--- src/rtl/data_mem_responder.sv ---
// Data-memory responder: decodes core load/store requests onto a single-port SRAM and returns
// a single response per request.
module data_mem_responder #(
    parameter int unsigned ADDR_W = 12
) (
    input  logic              clk,
    input  logic              rst,
    input  logic              req_valid,
    output logic              req_ready,
    input  logic [3:0]        req_type,
    input  logic [31:0]       req_addr,
    input  logic [31:0]       req_wdata,
    output logic              rsp_valid,
    input  logic              rsp_ready,
    output logic [31:0]       rsp_rdata,
    output logic              rsp_err,
    output logic              sram_en,
    output logic [3:0]        sram_we,
    output logic [ADDR_W-1:0] sram_addr,
    output logic [31:0]       sram_wdata,
    input  logic [31:0]       sram_rdata
);

    localparam logic [3:0] TypeNop = 4'b0000;
    localparam logic [3:0] TypeLb  = 4'b1000;
    localparam logic [3:0] TypeLh  = 4'b1001;
    localparam logic [3:0] TypeLw  = 4'b1010;
    localparam logic [3:0] TypeLbu = 4'b1011;
    localparam logic [3:0] TypeSb  = 4'b1100;
    localparam logic [3:0] TypeSh  = 4'b1101;
    localparam logic [3:0] TypeSw  = 4'b1110;
    localparam logic [3:0] TypeLhu = 4'b1111;

    typedef enum logic [1:0] {StIdle, StRead, StResp} state_e;

    state_e      state_q, state_d;
    logic [3:0]  type_q, type_d;
    logic [1:0]  off_q, off_d;
    logic [31:0] rdata_q, rdata_d;
    logic        err_q, err_d;

    logic        is_load, is_store, is_nop;
    logic        misaligned, out_of_range, fault, accept;
    logic [3:0]  store_we;
    logic [31:0] shifted;
    logic [15:0] half_sel;
    logic [31:0] load_result;

    always_comb begin
        is_load    = 1'b0;
        is_store   = 1'b0;
        is_nop     = 1'b0;
        misaligned = 1'b0;
        store_we   = 4'b0000;
        sram_wdata = req_wdata;
        unique case (req_type)
            TypeNop: is_nop = 1'b1;
            TypeLb, TypeLbu: is_load = 1'b1;
            TypeLh, TypeLhu: begin
                is_load    = 1'b1;
                misaligned = req_addr[0];
            end
            TypeLw: begin
                is_load    = 1'b1;
                misaligned = |req_addr[1:0];
            end
            TypeSb: begin
                is_store   = 1'b1;
                store_we   = 4'b0001 << req_addr[1:0];
                sram_wdata = {4{req_wdata[7:0]}};
            end
            TypeSh: begin
                is_store   = 1'b1;
                misaligned = req_addr[0];
                store_we   = req_addr[1] ? 4'b1100 : 4'b0011;
                sram_wdata = {2{req_wdata[15:0]}};
            end
            TypeSw: begin
                is_store   = 1'b1;
                misaligned = |req_addr[1:0];
                store_we   = 4'b1111;
            end
            default: ;
        endcase
    end

    // Any address bit above the SRAM's byte range means the access falls outside data space.
    assign out_of_range = |req_addr[31:ADDR_W+2];
    assign fault        = misaligned || out_of_range || !(is_load || is_store || is_nop);

    assign req_ready = (state_q == StIdle) && !rst;
    assign accept    = req_valid && req_ready;
    assign sram_en   = accept && !fault && (is_load || is_store);
    assign sram_we   = (sram_en && is_store) ? store_we : 4'b0000;
    assign sram_addr = req_addr[ADDR_W+1:2];

    assign shifted  = sram_rdata >> {off_q, 3'b000};
    assign half_sel = off_q[1] ? sram_rdata[31:16] : sram_rdata[15:0];

    always_comb begin
        load_result = sram_rdata;
        unique case (type_q)
            TypeLb:  load_result = {{24{shifted[7]}}, shifted[7:0]};
            TypeLbu: load_result = {24'h0, shifted[7:0]};
            TypeLh:  load_result = {{16{half_sel[15]}}, half_sel};
            TypeLhu: load_result = {16'h0, half_sel};
            default: load_result = sram_rdata;
        endcase
    end

    always_comb begin
        state_d = state_q;
        type_d  = type_q;
        off_d   = off_q;
        rdata_d = rdata_q;
        err_d   = err_q;
        unique case (state_q)
            StIdle: begin
                if (accept) begin
                    type_d  = req_type;
                    off_d   = req_addr[1:0];
                    rdata_d = 32'h0;
                    err_d   = fault;
                    state_d = (is_load && !fault) ? StRead : StResp;
                end
            end
            StRead: begin
                rdata_d = load_result;
                state_d = StResp;
            end
            StResp: begin
                if (rsp_ready) state_d = StIdle;
            end
            default: state_d = StIdle;
        endcase
    end

    always_ff @(posedge clk) begin
        if (rst) begin
            state_q <= StIdle;
            type_q  <= TypeNop;
            off_q   <= 2'b00;
            rdata_q <= 32'h0;
            err_q   <= 1'b0;
        end else begin
            state_q <= state_d;
            type_q  <= type_d;
            off_q   <= off_d;
            rdata_q <= rdata_d;
            err_q   <= err_d;
        end
    end

    assign rsp_valid = (state_q == StResp);
    assign rsp_rdata = rdata_q;
    assign rsp_err   = err_q;

endmodule

--- config.mk ---
export PLATFORM = sky130hd
export DESIGN_NAME = data_mem_responder
export DESIGN_NICKNAME = d
export VERILOG_FILES = /design/src/rtl/data_mem_responder.sv
export SDC_FILE = /design/constraint.sdc
export NUM_CORES = 1
export LEC_CHECK = 0
export CAP_MARGIN = 5
export CORE_ASPECT_RATIO = 0.7
export CORE_MARGIN = 4
export CORE_UTILIZATION = 50
export CTS_CLUSTER_DIAMETER = 200
export CTS_CLUSTER_SIZE = 14
export DETAILED_ROUTE_END_ITERATION = 6
export DONT_BUFFER_PORTS = 1
export PLACE_DENSITY = 0.78
export SYNTH_ARGS = -nofsm -noshare
export SYNTH_HDL_FRONTEND = slang
export SYNTH_SLANG_ARGS = --single-unit
--- constraint.sdc ---
create_clock -name clk -period 2.8 [get_ports clk]
set_input_delay 0.84 -clock clk [delete_from_list [all_inputs] [get_ports clk]]
set_output_delay 0.84 -clock clk [all_outputs]
set_load 0.005 [all_outputs]
# Word level (Yosys, flattened, before mapping)
# Index checks and enable logic that the tools add are counted.
# word_totals
word_cells	64
inputBits	104
output_inout_bits	84
ff_bits	41
# op_classes
eq_ne	16
shift	2
muxes	16
reduce_logical	25
# ops
operator	n
$pmux 32 s2	2
$pmux 32 s4	1
$eq 4x4->1 const B	12
$mux 32	1
$shr 32x5->8	1
$reduce_or 18->1	1
$mux 16	1
$pmux 4 s3	1
$mux 4	2
$logic_and 1x1->1	6
$mux 2	3
$pmux 2 s3	1
$reduce_and 2->1	3
$reduce_or 3->1	2
$reduce_or 5->1	1
$logic_not 4->1	1
$logic_or 1x1->1	4
$reduce_or 2->1	2
$shl 1x2->4 const A	1
$logic_not 1->1	3
$mux 1	3
$eq 2x1->1 const B	1
$eq 2x2->1 const B	1
$logic_not 2->1	1
other kinds (4)	4

# Logic depth before layout (Yosys ltp)
# depth
word_depth	12
mapped_depth	7
ltp_nobuf	4

# Least setup slack after synthesis
# OpenSTA, ideal clock, no wires.
# synth_timing
kind	input port to output port
start	in rst
end	out sram_we[0]
arrival_time_ns	2.099
path_slack_ns	-0.139
path_buffers	1
cell_stages	5
required_time_ns	1.960
path_cell_list	buf_2 -> nor4b_4 -> nand2_1 -> a2111o_1 -> nor3_1
# synth_between
elab_chain_cells	7
# synth_rtl
item	line	text
start: declaration	7	input logic rst,
$logic_not 1->1	91	assign req_ready = (state_q == StIdle) && !rst;
$logic_and 1x1->1	91	
$logic_and 1x1->1	92	assign accept = req_valid && req_ready;
$logic_and 1x1->1 (2 in series)	93	assign sram_en = accept && !fault && (is_load || is_store);
$logic_and 1x1->1	94	assign sram_we = (sram_en && is_store) ? store_we : 4'b0000;
$mux 4	94	
end: declaration	18	output logic [3:0] sram_we,
# No other way between the ends.

# Final worst setup path
# layout_timing
start	in req_addr[14]
end	out sram_we[1]
# layout_between
elab_chain_cells	8
# layout_rtl
item	line	text
start: declaration	11	input logic [31:0] req_addr,
$reduce_or 18->1	88	assign out_of_range = |req_addr[31:ADDR_W+2];
$logic_or 1x1->1 (2 in series)	89	assign fault = misaligned || out_of_range || !(is_load || is_store || is_nop);
$logic_not 1->1	93	
$logic_and 1x1->1 (2 in series)	93	
$logic_and 1x1->1	94	
$mux 4	94	
# No other way between the ends.

==> impl_metrics.yaml <==
timing:
  setup_tns_ns: 0
  relSlewSlack: 0.265
  holdWs_ns: 0.509
  clock_skew_ns: 0.0133
  worstMarginPinSlew_ns: 1.10
  setup_viol: 0
  finalHoldViolCount: 0
  fin_crit_sh: 0.995
  max_clock_freq_mhz: 359
  min_period_ns: 2.79
  rsz0062_at_grt: "yes"
  finalMaxSlewViolations: 0
synth:
  yosysUniqueCellTypes: 45
  ys_seq_area_frac: 0.307
  synth_top_area_cell: "dfxtp_1"
  syn_inst: 313
  synth_area_leaders: "dfxtp_1 31%, mux2i_1 8.6%, mux2_2 6.7%"
  async_reset_ff_frac: 0
  synth_nets: 417
  syn_area_um2: 2680
  yosysWarnings: 0
  ys_ff_latch: 41
  ys.flop_type: "dfxtp_1"
  synth_area_per_cell_um2: 8.55
  synth_top_area_frac: 0.307
  synth_edf_count: 0
setup_path:
  crit_arrival_ns: 1.95
  end_kind: "output port"
  reg2reg_slack_ns: 0.40
  r2r_end: "rsp_rdata[19]$_SDFFE_PP0P_"
  endpoint: "sram_we[1]"
  worstRegToRegCells: 4
  crit_start: "req_addr[14]"
  worst-setup-path-type: "input pin to output port"
  worstSetupStartpointType: "input pin"
  cp.required_ns: 1.96
  r2r-start: "type_q[1]$_SDFFE_PP0P_"
  worstPathMaxFanout: 6
clock_tree:
  cts_made_buffers: 5
  cts_root_buf: "clkbuf_8"
  cts_tree: "built"
  cts-htree-levels: 2
  clk_latency_ns: 0.30
  cts_sinks: 41
  clkTransAtPathRegs_ns: 0.07
  hold_buffers: 0
  cts_buffer_depth: 2
drt:
  firstDrtPassIters: 5
  drt-total-wl_um: 8060
  vias_per_cell: 6.74
  drtAntennaViolNets: 0
  drc: 0
  vias: 2405
  drtIter0Drc: 242
  avgRoutedWirePerCell_um: 22.6
floorplanning:
  rows: 21
  die_h_um: 69.2
  coreArea_um2: 4970
  start_util: 0.539
  dieArea_um2: 6600
  top_level_ports: 188
  die_width_um: 95.4
cells_and_area:
  area_growth_pct: 4.21
  drive_gt1_frac: 0.163
  fillers: 424
  finalNetCount: 391
  final_common_cell: "dfxtp_1"
  final_cell_mix: "41 x dfxtp_1, 35 x o21ai_0, 31 x nand2_1"
  multi_input_area_um2: 1650
  diodes: 0
  stdcell_area_um2: 2790
  postLayoutCoreUtil: 0.561
  regArea_um2: 821
power_and_ir_drop:
  power_frac_seq: 0.456
  p_comb_frac: 0.121
  p_switching_uw: 306
  p_leak_nw: 0.949
  power_switching_share: 0.232
  peakVddDrop_v: 0.000256
  power_mw: 1.32
  p_clk_frac: 0.423
  power_per_cell_area_nw_per_um2: 474
  internal_power_mw: 1.02
placement:
  placed_area_um2: 2590
  place.port_buffers: 0
  dpl.hpwl_um: 6160
  gp_congestion: 0.868
global_route:
  grt_util_all_layers: 0.236
  grt_pass1_wl_um: 12300
  grt_max_degree: 32
  grt_overflow: 0
  antenna_found_initial: 0
  grt_pass1_vias: 2207
worst_hold_path:
  min_path_type: "register to register"
  worst_hold_path.num_cells: 2
flow_run:
  cap_violations: 0
status:
  status: "finished clean"
==> area by class of cell <==
| class | count | area share |
|---|---|---|
| Multi-Input combinational cell | 222 | 0.593 |
| Timing Repair Buffer | 8 | 0.0215 |
| Inverter | 9 | 0.0121 |
| Tap cell | 69 | 0.0310 |
| Clock inverter | 3 | 0.0233 |
| Clock buffer | 5 | 0.0247 |
| Sequential cell | 41 | 0.294 |
==> power by group through the flow <==
stage               Clock [mW]  Combinational (mW)  Sequential [mW]
detailed placement           0               0.155            0.616
CTS                      0.569               0.156            0.602
floorplan                    0               0.168            0.608
finish                   0.559               0.160            0.603
global placement             0               0.152            0.616
global route             0.594               0.177            0.604
==> worst min path at each step <==
stage                                       endpoint  slack [ns]                  startpoint
after floorplan           rsp_rdata[15]$_SDFFE_PP0P_        0.45  rsp_rdata[15]$_SDFFE_PP0P_
after global placement     rsp_rdata[6]$_SDFFE_PP0P_        0.49   rsp_rdata[6]$_SDFFE_PP0P_
after detailed placement   rsp_rdata[2]$_SDFFE_PP0P_        0.49   rsp_rdata[2]$_SDFFE_PP0P_
after CTS                  rsp_rdata[0]$_SDFFE_PP0P_        0.52   rsp_rdata[0]$_SDFFE_PP0P_
after global routing      rsp_rdata[16]$_SDFFE_PP0P_        0.54  rsp_rdata[16]$_SDFFE_PP0P_
final                     rsp_rdata[15]$_SDFFE_PP0P_        0.51  rsp_rdata[15]$_SDFFE_PP0P_
==> cells by family after synthesis <==
group	count (synthesis)	share of synthesized area
AOI/OAI and AO/OA	96	0.256
and+or+nand+nor	82	0.157
buffers and inverters	50	0.104
muxes	41	0.166
DFF	41	0.307
xor gates and xnor gates	2	0.00655
adders and majority gates	1	0.00374
==> critical path, stage by stage <==
cell and delay [ns]:
nor4_4 0.27, o2111ai_2 0.16, a2111o_1 0.48, nor3_2 0.19
==> registers in the layout, summed over array words and instances, names as in the netlist <==
name	count
state_q	2
type_q	4
off_q	2
rsp_err	1
rsp_rdata	32
==> layer usage <==
| metal | track usage | routed length [µm] |
|---|---|---|
| met5 | 0 | 0 |
| met4 | 0.0662 | 143 |
| met3 | 0.0954 | 995 |
| met2 | 0.346 | 3750 |
| met1 | 0.318 | 3170 |
==> what timing repair did <==
action | in CTS | in global routing
setup endpoints to repair | 5 | 5
gates resized for setup | 0 | 7
buffers inserted | 0 | 1
cloned | 0 | 0
pin swaps | 1 | 2
==> synth_stat cells, drive strengths merged, types with 2 or more instances <==
cell type,count
a221o,16
buf,28
nand3,9
mux2,17
nor2,11
dfxtp,41
and3,2
nor4,4
a221oi,2
nand2b,6
mux2i,23
inv,9
a31oi,3
o21ai,35
nand4,2
xnor2,2
clkbuf,13
a21oi,10
nand2,31
nor4b,2
o22a,6
nor3,7
a32oi,6
a211oi,2
o2111ai,3
a22oi,7
nor2b,4
==> metrics by stage <==
step	cells	setup slack, ns
3_3_place_gp	348	-0.0171
5_1_grt	357	-0.0638
2_1_floorplan	313	-0.0403
4_1_cts	356	0.0260
6_report	357	0.0144
3_5_place_dp	348	-0.0667
No activity file was read; power rests on OpenSTA's default activity.
